## config.mk

```make
export PLATFORM = sky130hd
export DESIGN_NAME = umi_rw_host_arbiter
export DESIGN_NICKNAME = d
export VERILOG_FILES = /design/src/rtl/umi_rw_host_arbiter_pkg.sv /design/src/rtl/umi_rw_host_arbiter_ctr.sv /design/src/rtl/umi_rw_host_arbiter.sv
export SDC_FILE = /design/constraint.sdc
export NUM_CORES = 1
export LEC_CHECK = 0
export ABC_AREA = 1
export CORE_AREA = 3 3 528 530
export DETAILED_ROUTE_END_ITERATION = 10
export DIE_AREA = 0 0 531 533
export PLACE_DENSITY_LB_ADDON = 0.3
export SYNTH_ARGS = -nofsm -noshare
export SYNTH_HDL_FRONTEND = slang
export SYNTH_SLANG_ARGS = --single-unit
```

## constraint.sdc

```tcl
create_clock -name clk -period 4.9 [get_ports clk]
set_input_delay 0.98 -clock clk [delete_from_list [all_inputs] [get_ports clk]]
set_output_delay 0.98 -clock clk [all_outputs]
set_load 0.02 [all_outputs]
```

## src/rtl/umi_rw_host_arbiter_pkg.sv

```systemverilog
// rtl/umi_rw_host_arbiter_pkg.sv - UMI opcode constants, command field positions and arbiter state type
//
// Purpose: shared definitions for the read/write host arbiter. Opcode values and
//          the eom bit position mirror umi_messages.vh. umi_unpack turns the
//          opcode and eom fields of a command into a decoded record.
// Ports:   none (package)
package umi_rw_host_arbiter_pkg;

  localparam int UMI_OPCODE_LSB = 0;
  localparam int UMI_OPCODE_W   = 5;
  localparam int UMI_EOM_BIT    = 22;

  localparam logic [UMI_OPCODE_W-1:0] UMI_REQ_READ   = 5'h01;
  localparam logic [UMI_OPCODE_W-1:0] UMI_REQ_WRITE  = 5'h03;
  localparam logic [UMI_OPCODE_W-1:0] UMI_REQ_POSTED = 5'h05;
  localparam logic [UMI_OPCODE_W-1:0] UMI_RESP_READ  = 5'h02;
  localparam logic [UMI_OPCODE_W-1:0] UMI_RESP_WRITE = 5'h04;

  typedef struct packed {
    logic [UMI_OPCODE_W-1:0] opcode;
    logic                    eom;
  } umi_dec_t;

  typedef enum logic [1:0] {
    ARB_IDLE    = 2'd0,
    ARB_LOCK_RD = 2'd1,
    ARB_LOCK_WR = 2'd2
  } arb_state_t;

  // Callers pass only the opcode and eom slices of the command so that no
  // command bit goes unread.
  function automatic umi_dec_t umi_unpack(input logic [UMI_OPCODE_W-1:0] opcode_field,
                                          input logic                    eom_field);
    umi_dec_t d;
    d.opcode = opcode_field;
    d.eom    = eom_field;
    return d;
  endfunction

endpackage

```

## src/rtl/umi_rw_host_arbiter_ctr.sv

```systemverilog
// rtl/umi_rw_host_arbiter_ctr.sv - saturating outstanding-message counter
//
// Purpose: counts messages in flight for one port.
// Ports:   clk, nreset (async active-low)
//          inc       - one more message issued
//          dec       - one message completed
//          cnt       - current count
//          full      - cnt at its maximum (2^OUTW-1)
//          empty     - cnt is zero
//          underflow - dec requested while empty (count holds at 0)
module umi_outstanding_ctr #(
  parameter int OUTW = 4
) (
  input  logic            clk,
  input  logic            nreset,
  input  logic            inc,
  input  logic            dec,
  output logic [OUTW-1:0] cnt,
  output logic            full,
  output logic            empty,
  output logic            underflow
);

  localparam logic [OUTW-1:0] CNT_ONE = OUTW'(1);

  assign full      = (cnt == '1);
  assign empty     = (cnt == '0);
  assign underflow = dec & empty;

  // inc and dec together cancel out, including at the empty/full limits.
  always_ff @(posedge clk or negedge nreset) begin
    if (!nreset) begin
      cnt <= '0;
    end else if (inc && !dec && !full) begin
      cnt <= cnt + CNT_ONE;
    end else if (dec && !inc && !empty) begin
      cnt <= cnt - CNT_ONE;
    end
  end

endmodule

```

## src/rtl/umi_rw_host_arbiter.sv

```systemverilog
// rtl/umi_rw_host_arbiter.sv - shares one UMI host port between an AXI read and an AXI write converter
//
// Purpose: round-robin request arbitration with per-message grant lock,
//          opcode-based response steering, outstanding-message flow control
//          and a sticky unexpected-response flag. Zero-latency, no datapath storage.
// Ports:   clk, nreset (async active-low)
//          rd_req_* / wr_req_*     - request streams from the read/write converters
//          rd_resp_* / wr_resp_*   - response streams back to the converters
//          uhost_req_*             - shared UMI request stream
//          uhost_resp_*            - shared UMI response stream
//          err_unexpected          - sticky: response with no outstanding message
module umi_rw_host_arbiter
  import umi_rw_host_arbiter_pkg::*;
#(
  parameter int CW   = 32,
  parameter int AW   = 64,
  parameter int DW   = 64,
  parameter int OUTW = 4
) (
  input  logic          clk,
  input  logic          nreset,
  input  logic          rd_req_valid,
  output logic          rd_req_ready,
  input  logic [CW-1:0] rd_req_cmd,
  input  logic [AW-1:0] rd_req_dstaddr,
  input  logic [AW-1:0] rd_req_srcaddr,
  input  logic [DW-1:0] rd_req_data,
  output logic          rd_resp_valid,
  input  logic          rd_resp_ready,
  output logic [CW-1:0] rd_resp_cmd,
  output logic [AW-1:0] rd_resp_dstaddr,
  output logic [AW-1:0] rd_resp_srcaddr,
  output logic [DW-1:0] rd_resp_data,
  input  logic          wr_req_valid,
  output logic          wr_req_ready,
  input  logic [CW-1:0] wr_req_cmd,
  input  logic [AW-1:0] wr_req_dstaddr,
  input  logic [AW-1:0] wr_req_srcaddr,
  input  logic [DW-1:0] wr_req_data,
  output logic          wr_resp_valid,
  input  logic          wr_resp_ready,
  output logic [CW-1:0] wr_resp_cmd,
  output logic [AW-1:0] wr_resp_dstaddr,
  output logic [AW-1:0] wr_resp_srcaddr,
  output logic [DW-1:0] wr_resp_data,
  output logic          uhost_req_valid,
  input  logic          uhost_req_ready,
  output logic [CW-1:0] uhost_req_cmd,
  output logic [AW-1:0] uhost_req_dstaddr,
  output logic [AW-1:0] uhost_req_srcaddr,
  output logic [DW-1:0] uhost_req_data,
  input  logic          uhost_resp_valid,
  output logic          uhost_resp_ready,
  input  logic [CW-1:0] uhost_resp_cmd,
  input  logic [AW-1:0] uhost_resp_dstaddr,
  input  logic [AW-1:0] uhost_resp_srcaddr,
  input  logic [DW-1:0] uhost_resp_data,
  output logic          err_unexpected
);

  localparam int OPH = UMI_OPCODE_LSB + UMI_OPCODE_W - 1;

  arb_state_t state_q, state_d;
  logic       last_wr_q, last_wr_d;    // 1: write port was granted last
  logic       grant_rd, grant_wr;
  logic       rd_hs, wr_hs;
  logic       rd_elig, wr_elig;
  umi_dec_t   rd_dec, wr_dec, resp_dec;

  logic [OUTW-1:0] cnt_rd, cnt_wr;
  logic rd_full, rd_empty, rd_underflow;
  logic wr_full, wr_empty, wr_underflow;
  logic inc_rd, dec_rd, inc_wr, dec_wr;
  logic resp_is_rd, resp_is_wr, resp_sink;

  assign rd_dec   = umi_unpack(rd_req_cmd[OPH:UMI_OPCODE_LSB], rd_req_cmd[UMI_EOM_BIT]);
  assign wr_dec   = umi_unpack(wr_req_cmd[OPH:UMI_OPCODE_LSB], wr_req_cmd[UMI_EOM_BIT]);
  assign resp_dec = umi_unpack(uhost_resp_cmd[OPH:UMI_OPCODE_LSB], uhost_resp_cmd[UMI_EOM_BIT]);

  // Counter limit only gates the start of a message; locked states ignore it.
  assign rd_elig = rd_req_valid & ~rd_full;
  assign wr_elig = wr_req_valid & ~wr_full;

  assign rd_hs = grant_rd & rd_req_valid & uhost_req_ready;
  assign wr_hs = grant_wr & wr_req_valid & uhost_req_ready;

  always_ff @(posedge clk or negedge nreset) begin
    if (!nreset) begin
      state_q   <= ARB_IDLE;
      last_wr_q <= 1'b1;
    end else begin
      state_q   <= state_d;
      last_wr_q <= last_wr_d;
    end
  end

  always_comb begin
    grant_rd  = 1'b0;
    grant_wr  = 1'b0;
    state_d   = state_q;
    last_wr_d = last_wr_q;
    case (state_q)
      ARB_IDLE: begin
        if (rd_elig && (!wr_elig || last_wr_q)) grant_rd = 1'b1;
        else if (wr_elig)                       grant_wr = 1'b1;
      end
      ARB_LOCK_RD: grant_rd = 1'b1;
      ARB_LOCK_WR: grant_wr = 1'b1;
      default: ;
    endcase
    if (rd_hs) begin
      if (rd_dec.eom) begin
        state_d   = ARB_IDLE;
        last_wr_d = 1'b0;
      end else begin
        state_d = ARB_LOCK_RD;
      end
    end
    if (wr_hs) begin
      if (wr_dec.eom) begin
        state_d   = ARB_IDLE;
        last_wr_d = 1'b1;
      end else begin
        state_d = ARB_LOCK_WR;
      end
    end
  end

  // Request mux: grants never depend on ready, so valid stays ready-independent.
  assign uhost_req_valid   = (grant_rd & rd_req_valid) | (grant_wr & wr_req_valid);
  assign uhost_req_cmd     = grant_wr ? wr_req_cmd     : rd_req_cmd;
  assign uhost_req_dstaddr = grant_wr ? wr_req_dstaddr : rd_req_dstaddr;
  assign uhost_req_srcaddr = grant_wr ? wr_req_srcaddr : rd_req_srcaddr;
  assign uhost_req_data    = grant_wr ? wr_req_data    : rd_req_data;
  assign rd_req_ready      = grant_rd & uhost_req_ready;
  assign wr_req_ready      = grant_wr & uhost_req_ready;

  // Response steering by opcode; anything else is drained here.
  assign resp_is_rd = (resp_dec.opcode == UMI_RESP_READ);
  assign resp_is_wr = (resp_dec.opcode == UMI_RESP_WRITE);
  assign resp_sink  = ~resp_is_rd & ~resp_is_wr;

  assign rd_resp_valid    = uhost_resp_valid & resp_is_rd;
  assign wr_resp_valid    = uhost_resp_valid & resp_is_wr;
  assign uhost_resp_ready = resp_is_rd ? rd_resp_ready :
                            resp_is_wr ? wr_resp_ready : 1'b1;

  assign rd_resp_cmd     = uhost_resp_cmd;
  assign rd_resp_dstaddr = uhost_resp_dstaddr;
  assign rd_resp_srcaddr = uhost_resp_srcaddr;
  assign rd_resp_data    = uhost_resp_data;
  assign wr_resp_cmd     = uhost_resp_cmd;
  assign wr_resp_dstaddr = uhost_resp_dstaddr;
  assign wr_resp_srcaddr = uhost_resp_srcaddr;
  assign wr_resp_data    = uhost_resp_data;

  // Posted writes get no response, so they are never counted.
  assign inc_rd = rd_hs & rd_dec.eom & (rd_dec.opcode != UMI_REQ_POSTED);
  assign inc_wr = wr_hs & wr_dec.eom & (wr_dec.opcode != UMI_REQ_POSTED);
  assign dec_rd = rd_resp_valid & rd_resp_ready & resp_dec.eom;
  assign dec_wr = wr_resp_valid & wr_resp_ready & resp_dec.eom;

  umi_outstanding_ctr #(.OUTW(OUTW)) u_rd_ctr (
    .clk       (clk),
    .nreset    (nreset),
    .inc       (inc_rd),
    .dec       (dec_rd),
    .cnt       (cnt_rd),
    .full      (rd_full),
    .empty     (rd_empty),
    .underflow (rd_underflow)
  );

  umi_outstanding_ctr #(.OUTW(OUTW)) u_wr_ctr (
    .clk       (clk),
    .nreset    (nreset),
    .inc       (inc_wr),
    .dec       (dec_wr),
    .cnt       (cnt_wr),
    .full      (wr_full),
    .empty     (wr_empty),
    .underflow (wr_underflow)
  );

  always_ff @(posedge clk or negedge nreset) begin
    if (!nreset) begin
      err_unexpected <= 1'b0;
    end else if ((uhost_resp_valid && resp_sink) || rd_underflow || wr_underflow) begin
      err_unexpected <= 1'b1;
    end
  end

endmodule
```

[Word level (Yosys, flattened, before mapping)]
Index checks and enable logic that the tools add are counted.
Storage, ports and cells
  output and inout port bits: 679
  word-level logic and storage cells: 94
  bits in registers: 12
  input bits: 680
Operators by class
  bitwise logic cells: 26
  reductions and logical operators: 28
  add/subtract/negate cells: 4
  multiplexer cells: 23
  equal/unequal tests: 8
Operator list (number)
  $mux 64: 3
  $mux 32: 1
  $and 1x1->1: 21
  $mux 4: 4
  $logic_and 1x1->1: 10
  $mux 1: 10
  $ne 5x3->1 const B: 2
  $logic_not 1->1: 9
  $add 4x1->4 const B: 2
  $eq 4x4->1 const B: 2
  $logic_not 4->1: 2
  $sub 4x1->4 const B: 2
  $mux 2: 3
  $reduce_bool 2->1: 3
  $eq 5x2->1 const B: 1
  $eq 5x3->1 const B: 1
  $not 1->1: 4
  $pmux 1 s2: 2
  $logic_or 1x1->1: 3
  $eq 2x1->1 const B: 1
  $eq 2x2->1 const B: 1
  $logic_not 2->1: 1
  $or 1x1->1: 1

[Longest topological paths before layout]
Gate-level depths: netlist of the first run.
  depth after elaboration: 17
  depth in mapped cells: 20
  gate-level depth less buffers: 20

[Hierarchy]
From an unflattened synthesis of the first run, not the netlist that was laid out.
Second synthesis, totals
  cell total of the unflattened synthesis: 1319
  area total of the unflattened synthesis: 7245.7 um^2
By module, submodules not included
  umi_rw_host_arbiter: cells each 1227, seq. area each 101.3 um^2, area an instance 6575.1 um^2, times used 1
  umi_outstanding_ctr: cells each 46, seq. area each 100.1 um^2, area an instance 335.3 um^2, times used 2

[Worst setup path before layout of the first run]
Ideal clock, no wire load.
  kind: input port to output port
  from: input rd_req_valid
  to: output uhost_req_cmd[1]
  buffers on the path: 2
  stages: 9
  slack: 1771 ps
  data required time: 3920 ps
  arrival time: 2149 ps
  cell sequence: inv_1 -> nor2_1 -> nand2_2 -> nand3_2 -> nand2_2 -> buf_6 -> inv_4 -> buf_4 -> o21ai_0
Between the ends
  word-level cells in the longest chain between the ends: 5
Ends and longest elaborated chain
  start, declared: RTL line umi_rw_host_arbiter.sv:22  | input logic rd_req_valid,
  $and 1x1->1: RTL line umi_rw_host_arbiter.sv:81  | assign rd_elig = rd_req_valid & ~rd_full;
  $logic_and 1x1->1: RTL line umi_rw_host_arbiter.sv:104  | if (rd_elig && (!wr_elig || last_wr_q)) grant_rd = 1'b1;
  $mux 1: RTL line umi_rw_host_arbiter.sv:104
  $pmux 1 s2: RTL line umi_rw_host_arbiter.sv:102  | case (state_q)
  $mux 32: RTL line umi_rw_host_arbiter.sv:131  | assign uhost_req_cmd = grant_wr ? wr_req_cmd : rd_req_cmd;
  end, declared: RTL line umi_rw_host_arbiter.sv:48  | output logic [CW-1:0] uhost_req_cmd,
Every way passes these cells.

[Final worst setup path of the first run]
  from: input rd_req_valid
  to: output uhost_req_dstaddr[6]
Between the ends
  word-level cells in the longest chain between the ends: 5
Ends and longest elaborated chain
  $and 1x1->1: RTL line umi_rw_host_arbiter.sv:81
  $logic_and 1x1->1: RTL line umi_rw_host_arbiter.sv:104
  $mux 1: RTL line umi_rw_host_arbiter.sv:104
  $pmux 1 s2: RTL line umi_rw_host_arbiter.sv:102
  $mux 64: RTL line umi_rw_host_arbiter.sv:132  | assign uhost_req_dstaddr = grant_wr ? wr_req_dstaddr : rd_req_dstaddr;
  end, declared: RTL line umi_rw_host_arbiter.sv:49  | output logic [AW-1:0] uhost_req_dstaddr,
Every way passes these cells.

==> impl_results.md, run 1 <==
- Clock Skew: 0.00585 ns
- Via count: 10412
- Critical Path RT: 3.92 ns
- Pre-CTS setup slack: -0.0938 ns
- Main synth FF type: dfrtp_1
- Sequential fraction of the synthesis area: 4.20%
- Startpoint types: input port
- Synthesized flop and latch total: 12
- Setup ws final: 0.289 ns
- Die area: 0.283 mm2
- Clk sinks: 12
- Met3 usage: 16.1%
- PortBufs: 704
- Drt drc: 0
- Worst Path Max Fanout: 33
- Crit. End Element: output pin
- Post-synth cell types: 27
- Clock Tree Buf Depth: 2
- Row Count: 192
- Syn Std Cell Area: 0.00719 mm2
- Number of synthesized flops with an enable pin: 0
- Slew margin rel.: 55.7%
- Routed wire length: 187000 um
- RePlAce Congestion: 0.886
- Die Y: 533 um
- Asr flop ratio synth: 100%
- Initial antenna violation count: 184
- Vias per inst: 2.02
- Fin util: 5.68%
- Syn Nets: 1995
- HP Class: reg2reg
- Fin cells: 5148
- Final setup fails: 0
- Max Cap Viol: 0
- Arrival @ worst endpoint: 3.63 ns
- VDD IR max: 0.229 mV
- Status: complete, no violations
- Slew Limit Fails: 0
- Delay-heaviest family, CP: buffers and inverters
- Layout Nets: 2225
- First-pass GRT wire length: 208000 um
- Cells after synthesis: 1309
- CP max-delay cell: clkdlybuf4s50_1
- Number of cells on the critical path: 12
- Clock root cell: clkbuf_16
- Worst Path Buf+Inv: 6
- Hpwl dp: 180000 um
- Starting Density: 2.62%
- Reg2reg path depth: 16
- Worst-margin pin slew: 0.663 ns
- Clk_lat worst skew: 0.25 ns
- WL/cell: 36.3 um
- Num CTS Buffers: 3
- Leakage power: 5.57 nW
- Vias in the first global route: 9579
- Power Total: 0.00751 W
- GRT Util Overall: 12.5%
- Fillers: 32530
- Met1 usage: 9.94%
- DP Area: 0.0154 mm2
- Pin count of the biggest net entering global routing: 71
- Multi-input logic area: 0.00315 mm2
- Largest stage delay, worst path: 0.60 ns
- Layout cells sized above 1: 9.23%
- CTS tree: built
- Area Growth Syn to Fin: 117%
- Drt initial violations: 673
- CP cell instances: dlygate4sd2_1 -> inv_1 -> nor2_1 -> nand2_2 -> nand3_2 -> nand2_8 -> clkinv_8 -> buf_12 -> buf_12 -> nand2_1 -> nand2_1 -> clkdlybuf4s50_1
- CP Class: in2out
- Remaining antenna violation count after routing: 0
- Pwr Density: 482 mW/mm2
- Syn_area_per_cell: 5.49 um2
- Max Fclk: 217 MHz
- Fin crit period: 4.61 ns
- Final hold viol count: 0
- Die width: 531 um
- GR met2 Demand/Resource: 18.7%
- Synthesis Warnings: 0
- CTS H-tree depth: 1
- Tcrit/Tclk final: 94.1%
- Hold Path Stages: 2
- Fin area: 0.0156 mm2
- Grt total ovfl: 0
- Post-CTS repair timing setup buffer count: 0
- DP Cell Count: 5123
- RSZ-0062 raised after global routing: false
- Area of the core: 0.274 mm2
- Register clock-pin slew on the reported worst setup and hold paths: 0.04 ns
- Most Crowded Layer GR: met2
- Sequential cell area: 302 um2
- Boundary Pins: 1359
- DR pass1 iterations: 5
[cell usage in the layout, fill, tap and decap left out, drive strengths merged]
cell type      count
nor3               3
buf              118
clkinv             1
xor2               4
nand2            703
o21ai              9
or3                1
inv               28
nand4              7
clkbuf             4
diode             21
o22ai              1
clkdlybuf4s50    603
o21bai             1
a31oi              3
fa                 2
nand3             14
dfrtp             11
nor2              19
dfstp              1
ha                 4
dlygate4sd2        1
[where the power goes]
part	total, W	switching, W	leakage, nW	internal (W)
sequential	0.000192	0.0000462	0.140	0.000146
clock	0.000174	0.0000501	0.0443	0.000124
combinational	0.00714	0.00449	5.38	0.00265
total	0.00751	0.00459	5.57	0.00292
[stage by stage]
stage / setup TNS, ns / hold slack, ns
after floorplan: 0 / 0.444
after global placement: -6.88 / 0.456
after detailed placement: -2.41 / 0.463
after CTS: 0 / 0.469
after global routing: 0 / 0.500
final: 0 / 0.470
[worst min-delay path: stages, from the launching register on]
cell	delay [ns]
dfstp_2	0.36
nand2_1	0.05
nand2_1	0.05
[routing by layer]
metal	up-vias	part of all wire, %
met2	1602	41
met4	96	2.9
met3	426	28
li1	3954	-
met5	-	0.55
met1	4334	27
[sequential cells by signal, indices dropped and copies added (netlist names)]
name and cells:
u_rd_ctr.cnt 4, u_wr_ctr.cnt 4, state_q 2, err_unexpected 1
last_wr_q 1
[final cells by class]
type | instances | area share (%)
inverter | 29 | 0.780
timing repair buffer | 722 | 47.3
sequential | 12 | 1.94
tap | 3589 | 28.9
multi-input combinational | 771 | 20.3
antenna | 21 | 0.338
clock buffer | 4 | 0.571
[repair_timing]
action / in CTS / in global routing
resized for setup: 1 / 0
hold endpoints to repair: 0 / 0
hold buffers: 0 / 0
setup endpoints to repair: 43 / 0
[cell families after synthesis]
| group | count (synthesis) | synth area share [%] |
|---|---|---|
| AND/OR/NAND/NOR | 747 | 40.8 |
| buffers and inverters | 526 | 52.1 |
| AO/OA/AOI/OAI | 14 | 1.13 |
| flip-flops | 12 | 4.20 |
| adder cells (fa/ha/maj) | 6 | 1.25 |
| XOR/XNOR | 4 | 0.487 |
[cell usage after synthesis, drive strengths merged, types with 2 or more instances]
library cell,instances,share of area [%]
nand2,703,37
buf,497,51
inv,29,1.5
nor2,19,1.2
nand3,14,1.4
dfrtp,11,3.8
o21ai,9,0.63
nand4,7,0.61
ha,4,0.70
xor2,4,0.49
a31oi,3,0.26
nor3,3,0.21
fa,2,0.56
[worst paths after layout]
path	start	end	slack, ns
max	rd_req_valid	uhost_req_dstaddr[6]	0.29
min	last_wr_q$_DFF_PN1_	last_wr_q$_DFF_PN1_	0.47
max reg2reg	u_rd_ctr.cnt[0]$_DFFE_PN0P_	u_wr_ctr.cnt[3]$_DFFE_PN0P_	2.11
min reg2reg	last_wr_q$_DFF_PN1_	last_wr_q$_DFF_PN1_	0.47
max in group asynchronous	nreset	state_q[1]$_DFFE_PN0P_	3.34
min in group asynchronous	nreset	u_wr_ctr.cnt[0]$_DFFE_PN0P_	1.13
Power figures use the tool's default switching activity.
==> run 2, diff against run 1 <==
- CORE_AREA: 3 3 528 530 -> 3 3 525 527
- CTS_CLUSTER_SIZE: default -> 20
- DIE_AREA: 0 0 531 533 -> 0 0 528 530
- GPL_TIMING_DRIVEN: default -> 0
- clock period: 4.9 -> 5 ns (I/O delays scaled with it)
==> run 2 against run 1 <==
- global-route usage up 1.2 points
- die area down 1.1%
- critical path depth up 1
- utilization up 2.9 points
- count of clock-buffer cells in the layout unchanged
- sequential power about the same
- via count up 32%
- routed wire length up 8.6%
- flip-flop and latch count unchanged
- largest cell class unchanged
- highest routed layer unchanged
==> impl_results.md, run 2 (synthesis gave the netlist of run 1 again) <==
- Worst Path Max Fanout: 11 (was 33)
- Status: complete, no violations (unchanged)
- Flop2flop setup slack: 2.41 ns (was 2.11 ns)
- PortBufs: 1140 (was 704)
- Sequential cell area: 302 um2 (unchanged)
- Number of cells on the critical path: 13 (was 12)
- HP Class: reg2reg (unchanged)
- Initial antenna violation count: 168 (was 184)
- Row Count: 191 (was 192)
- Vias per inst: 2.26 (was 2.02)
- RSZ-0062 raised after global routing: true (was false)
- Boundary Pins: 1359 (unchanged)
- Register clock-pin slew on the reported worst setup and hold paths: 0.05 ns (was 0.04 ns)
- Routed wire length: 203000 um (was 187000 um)
- R2r startpoint: u_wr_ctr.cnt[0]$_DFFE_PN0P_ (was u_rd_ctr.cnt[0]$_DFFE_PN0P_)
- Slew Limit Fails: 0 (unchanged)
- Top flop regs: u_rd_ctr.cnt x4, u_wr_ctr.cnt x4, state_q x2 (unchanged)
- Pwr Density: 410 mW/mm2 (was 482 mW/mm2)
- Grt total ovfl: 0 (unchanged)
- Final setup fails: 0 (unchanged)
- Worst-margin pin slew: 0.955 ns (was 0.663 ns)
- Final hold viol count: 0 (unchanged)
- WL/cell: 33.5 um (was 36.3 um)
- Arrival @ worst endpoint: 3.88 ns (was 3.63 ns)
- Die Y: 530 um (was 533 um)
- Clock Tree Buf Depth: 2 (unchanged)
- Critical Path RT: 4.00 ns (was 3.92 ns)
- Clock Skew: 0.00115 ns (was 0.00585 ns)
- Fin crit period: 4.88 ns
- Via count: 13713 (was 10412)
- Num CTS Buffers: 3 (unchanged)
- DP Area: 0.0231 mm2 (was 0.0154 mm2)
- DP Cell Count: 6019 (was 5123)
- Starting Density: 2.65% (was 2.62%)
- Max Cap Viol: 0 (unchanged)
- First-pass GRT wire length: 229000 um (was 208000 um)
- Worst Path Buf+Inv: 7 (was 6)
- CTS H-tree depth: 1 (unchanged)
- Delay-heaviest family, CP: buffers and inverters (unchanged)
- Slew margin rel.: 36.1% (was 55.7%)
- Drt initial violations: 895 (was 673)
- Layout Nets: 3140 (was 2225)
- CP max-delay cell: clkdlybuf4s50_1 (unchanged)
- DR pass1 iterations: 5 (unchanged)
- Setup ws final: 0.124 ns (was 0.289 ns)
- Largest stage delay, worst path: 0.61 ns (was 0.60 ns)
- Leakage power: 9.56 nW (was 5.57 nW)
- Fin area: 0.0234 mm2 (was 0.0156 mm2)
- Die width: 528 um (was 531 um)
- Clock root cell: clkbuf_16 (unchanged)
- Fin cells: 6064 (was 5148)
- Crit. End Element: output pin (unchanged)
- Commonest non-fill, non-tap cell in the layout: clkdlybuf4s50_1 (was nand2_1)
- Multi-input logic area: 0.00323 mm2 (was 0.00315 mm2)
- Critical hold path startpoint: last_wr_q$_DFF_PN1_ (unchanged)
- Hold Path Stages: 2 (unchanged)
- VDD IR max: 0.191 mV (was 0.229 mV)
- Area Growth Syn to Fin: 225% (was 117%)
- CTS tree: built (unchanged)
- Critical Path Source: rd_req_valid (unchanged)
- Layout cells sized above 1: 22.8% (was 9.23%)
- GRT Util Overall: 13.7% (was 12.5%)
- Reg2reg path depth: 19 (was 16)
- Die area: 0.280 mm2 (was 0.283 mm2)
- Clk_lat worst skew: 0.25 ns (about the same)
- Startpoint types: input port (unchanged)
- Fillers: 31842 (was 32530)
- RePlAce Congestion: 0.884 (was 0.886)
- Final hold slack: 0.472 ns (was 0.470 ns)
- Most frequent cells in the layout: clkdlybuf4s50_1, nand2_1, buf_4, dlygate4sd2_1, nand2_2 (was nand2_1, clkdlybuf4s50_1, buf_4, buf_12, inv_1)
- Drt drc: 0 (unchanged)
- Remaining antenna violation count after routing: 0 (unchanged)
- Setup_tns: 0 ns (unchanged)
- Pre-CTS setup slack: -0.909 ns (was -0.0938 ns)
- Hpwl dp: 196000 um (was 180000 um)
- CP Class: in2out (unchanged)
- Vias in the first global route: 13303 (was 9579)
- CP cell instances: clkdlybuf4s50_1 -> inv_1 -> nor2_1 -> nand2_2 -> nand3_2 -> nand2_2 -> buf_8 -> inv_6 -> buf_6 -> buf_2 -> nand2_1 -> nand2_1 -> clkdlybuf4s50_1 (was dlygate4sd2_1 -> inv_1 -> nor2_1 -> nand2_2 -> nand3_2 -> nand2_8 -> clkinv_8 -> buf_12 -> buf_12 -> nand2_1 -> nand2_1 -> clkdlybuf4s50_1)
- Pin count of the biggest net entering global routing: 13 (was 71)
- Tcrit/Tclk final: 97.5%
- Area of the core: 0.271 mm2 (was 0.274 mm2)
- Clk sinks: 12 (unchanged)
- Max Fclk: 205 MHz
-- run 2: cell count changes in the layout (fill, tap and decap cells not counted), moves of 20 or more --
cell             before   now
buf_4                84   459
nand2_1             694   661
buf_2                 0    30
clkdlybuf4s50_1     603  1067
nand2_2               5    38
dlygate4sd2_1         1    50
buf_12               34     2
diode_2              21    41
-- run 2: final cells by class --
type                    count  area share [%]
clock buffers               4           0.380
repair buffers           1140            48.6
inverters                  29           0.487
multi-input cells         771            13.8
well taps                3570            19.1
flip-flops and latches     12            1.29
plain buffers             497            15.9
diodes                     41           0.439
-- run 2: power by group --
| part | switching, W | total [W] | internal [W] |
|---|---|---|---|
| clock network | 0.0000500 | 0.000172 | 0.000122 |
| logic | 0.00632 | 0.00924 | 0.00292 |
| registers | 0.0000466 | 0.000189 | 0.000143 |
| total | 0.00641 | 0.00960 | 0.00319 |
-- run 2: metrics by stage --
| step | utilization [%] | total power, W |
|---|---|---|
| 5_1_grt | 8.60 | 0.0103 |
| 3_3_place_gp | 8.51 | 0.00988 |
| 2_1_floorplan | - | 0.00358 |
| 6_report | 8.63 | 0.00960 |
| 3_5_place_dp | 8.51 | 0.00987 |
| 4_1_cts | 8.57 | 0.0100 |
-- run 2: timing repair --
action / in CTS / in global routing
endpoints found under the setup margin: 137 / 64
hold buffers: 0 / 0
setup buffers: 0 / 0
resized for setup: 114 / 30
-- run 2: final timing paths --
kind | end
min reg2reg | last_wr_q$_DFF_PN1_
min | last_wr_q$_DFF_PN1_
max | uhost_req_data[54]
max in group asynchronous | state_q[0]$_DFFE_PN0P_
min in group asynchronous | u_wr_ctr.cnt[0]$_DFFE_PN0P_
max reg2reg | u_wr_ctr.cnt[3]$_DFFE_PN0P_
-- run 2: worst reg2reg max path, stage by stage, from the launching register on --
cell and delay, ns:
dfrtp_1 0.45, nand2_1 0.09, inv_1 0.05, nand2_2 0.08, inv_1 0.08, nor2_1 0.11, nand3_2 0.09, nand2_2 0.10
nand3_2 0.10, nor2_4 0.16, nand3_4 0.15, ha_1 0.36, nand2_1 0.08, nand2_1 0.05, a31oi_1 0.21, inv_1 0.06
nand2_1 0.08, nand3_1 0.08, nand2_1 0.06, nand2_1 0.05
-- run 2: layer usage --
| layer | global-route usage [%] | up-vias | routed length [um] |
|---|---|---|---|
| li1 | - | 5817 | - |
| met1 | 15.2 | 6212 | 76600 |
| met2 | 22.2 | 1243 | 90000 |
| met3 | 9.58 | 303 | 32400 |
| met4 | 1.31 | 138 | 3110 |
| met5 | 0 | - | 937 |
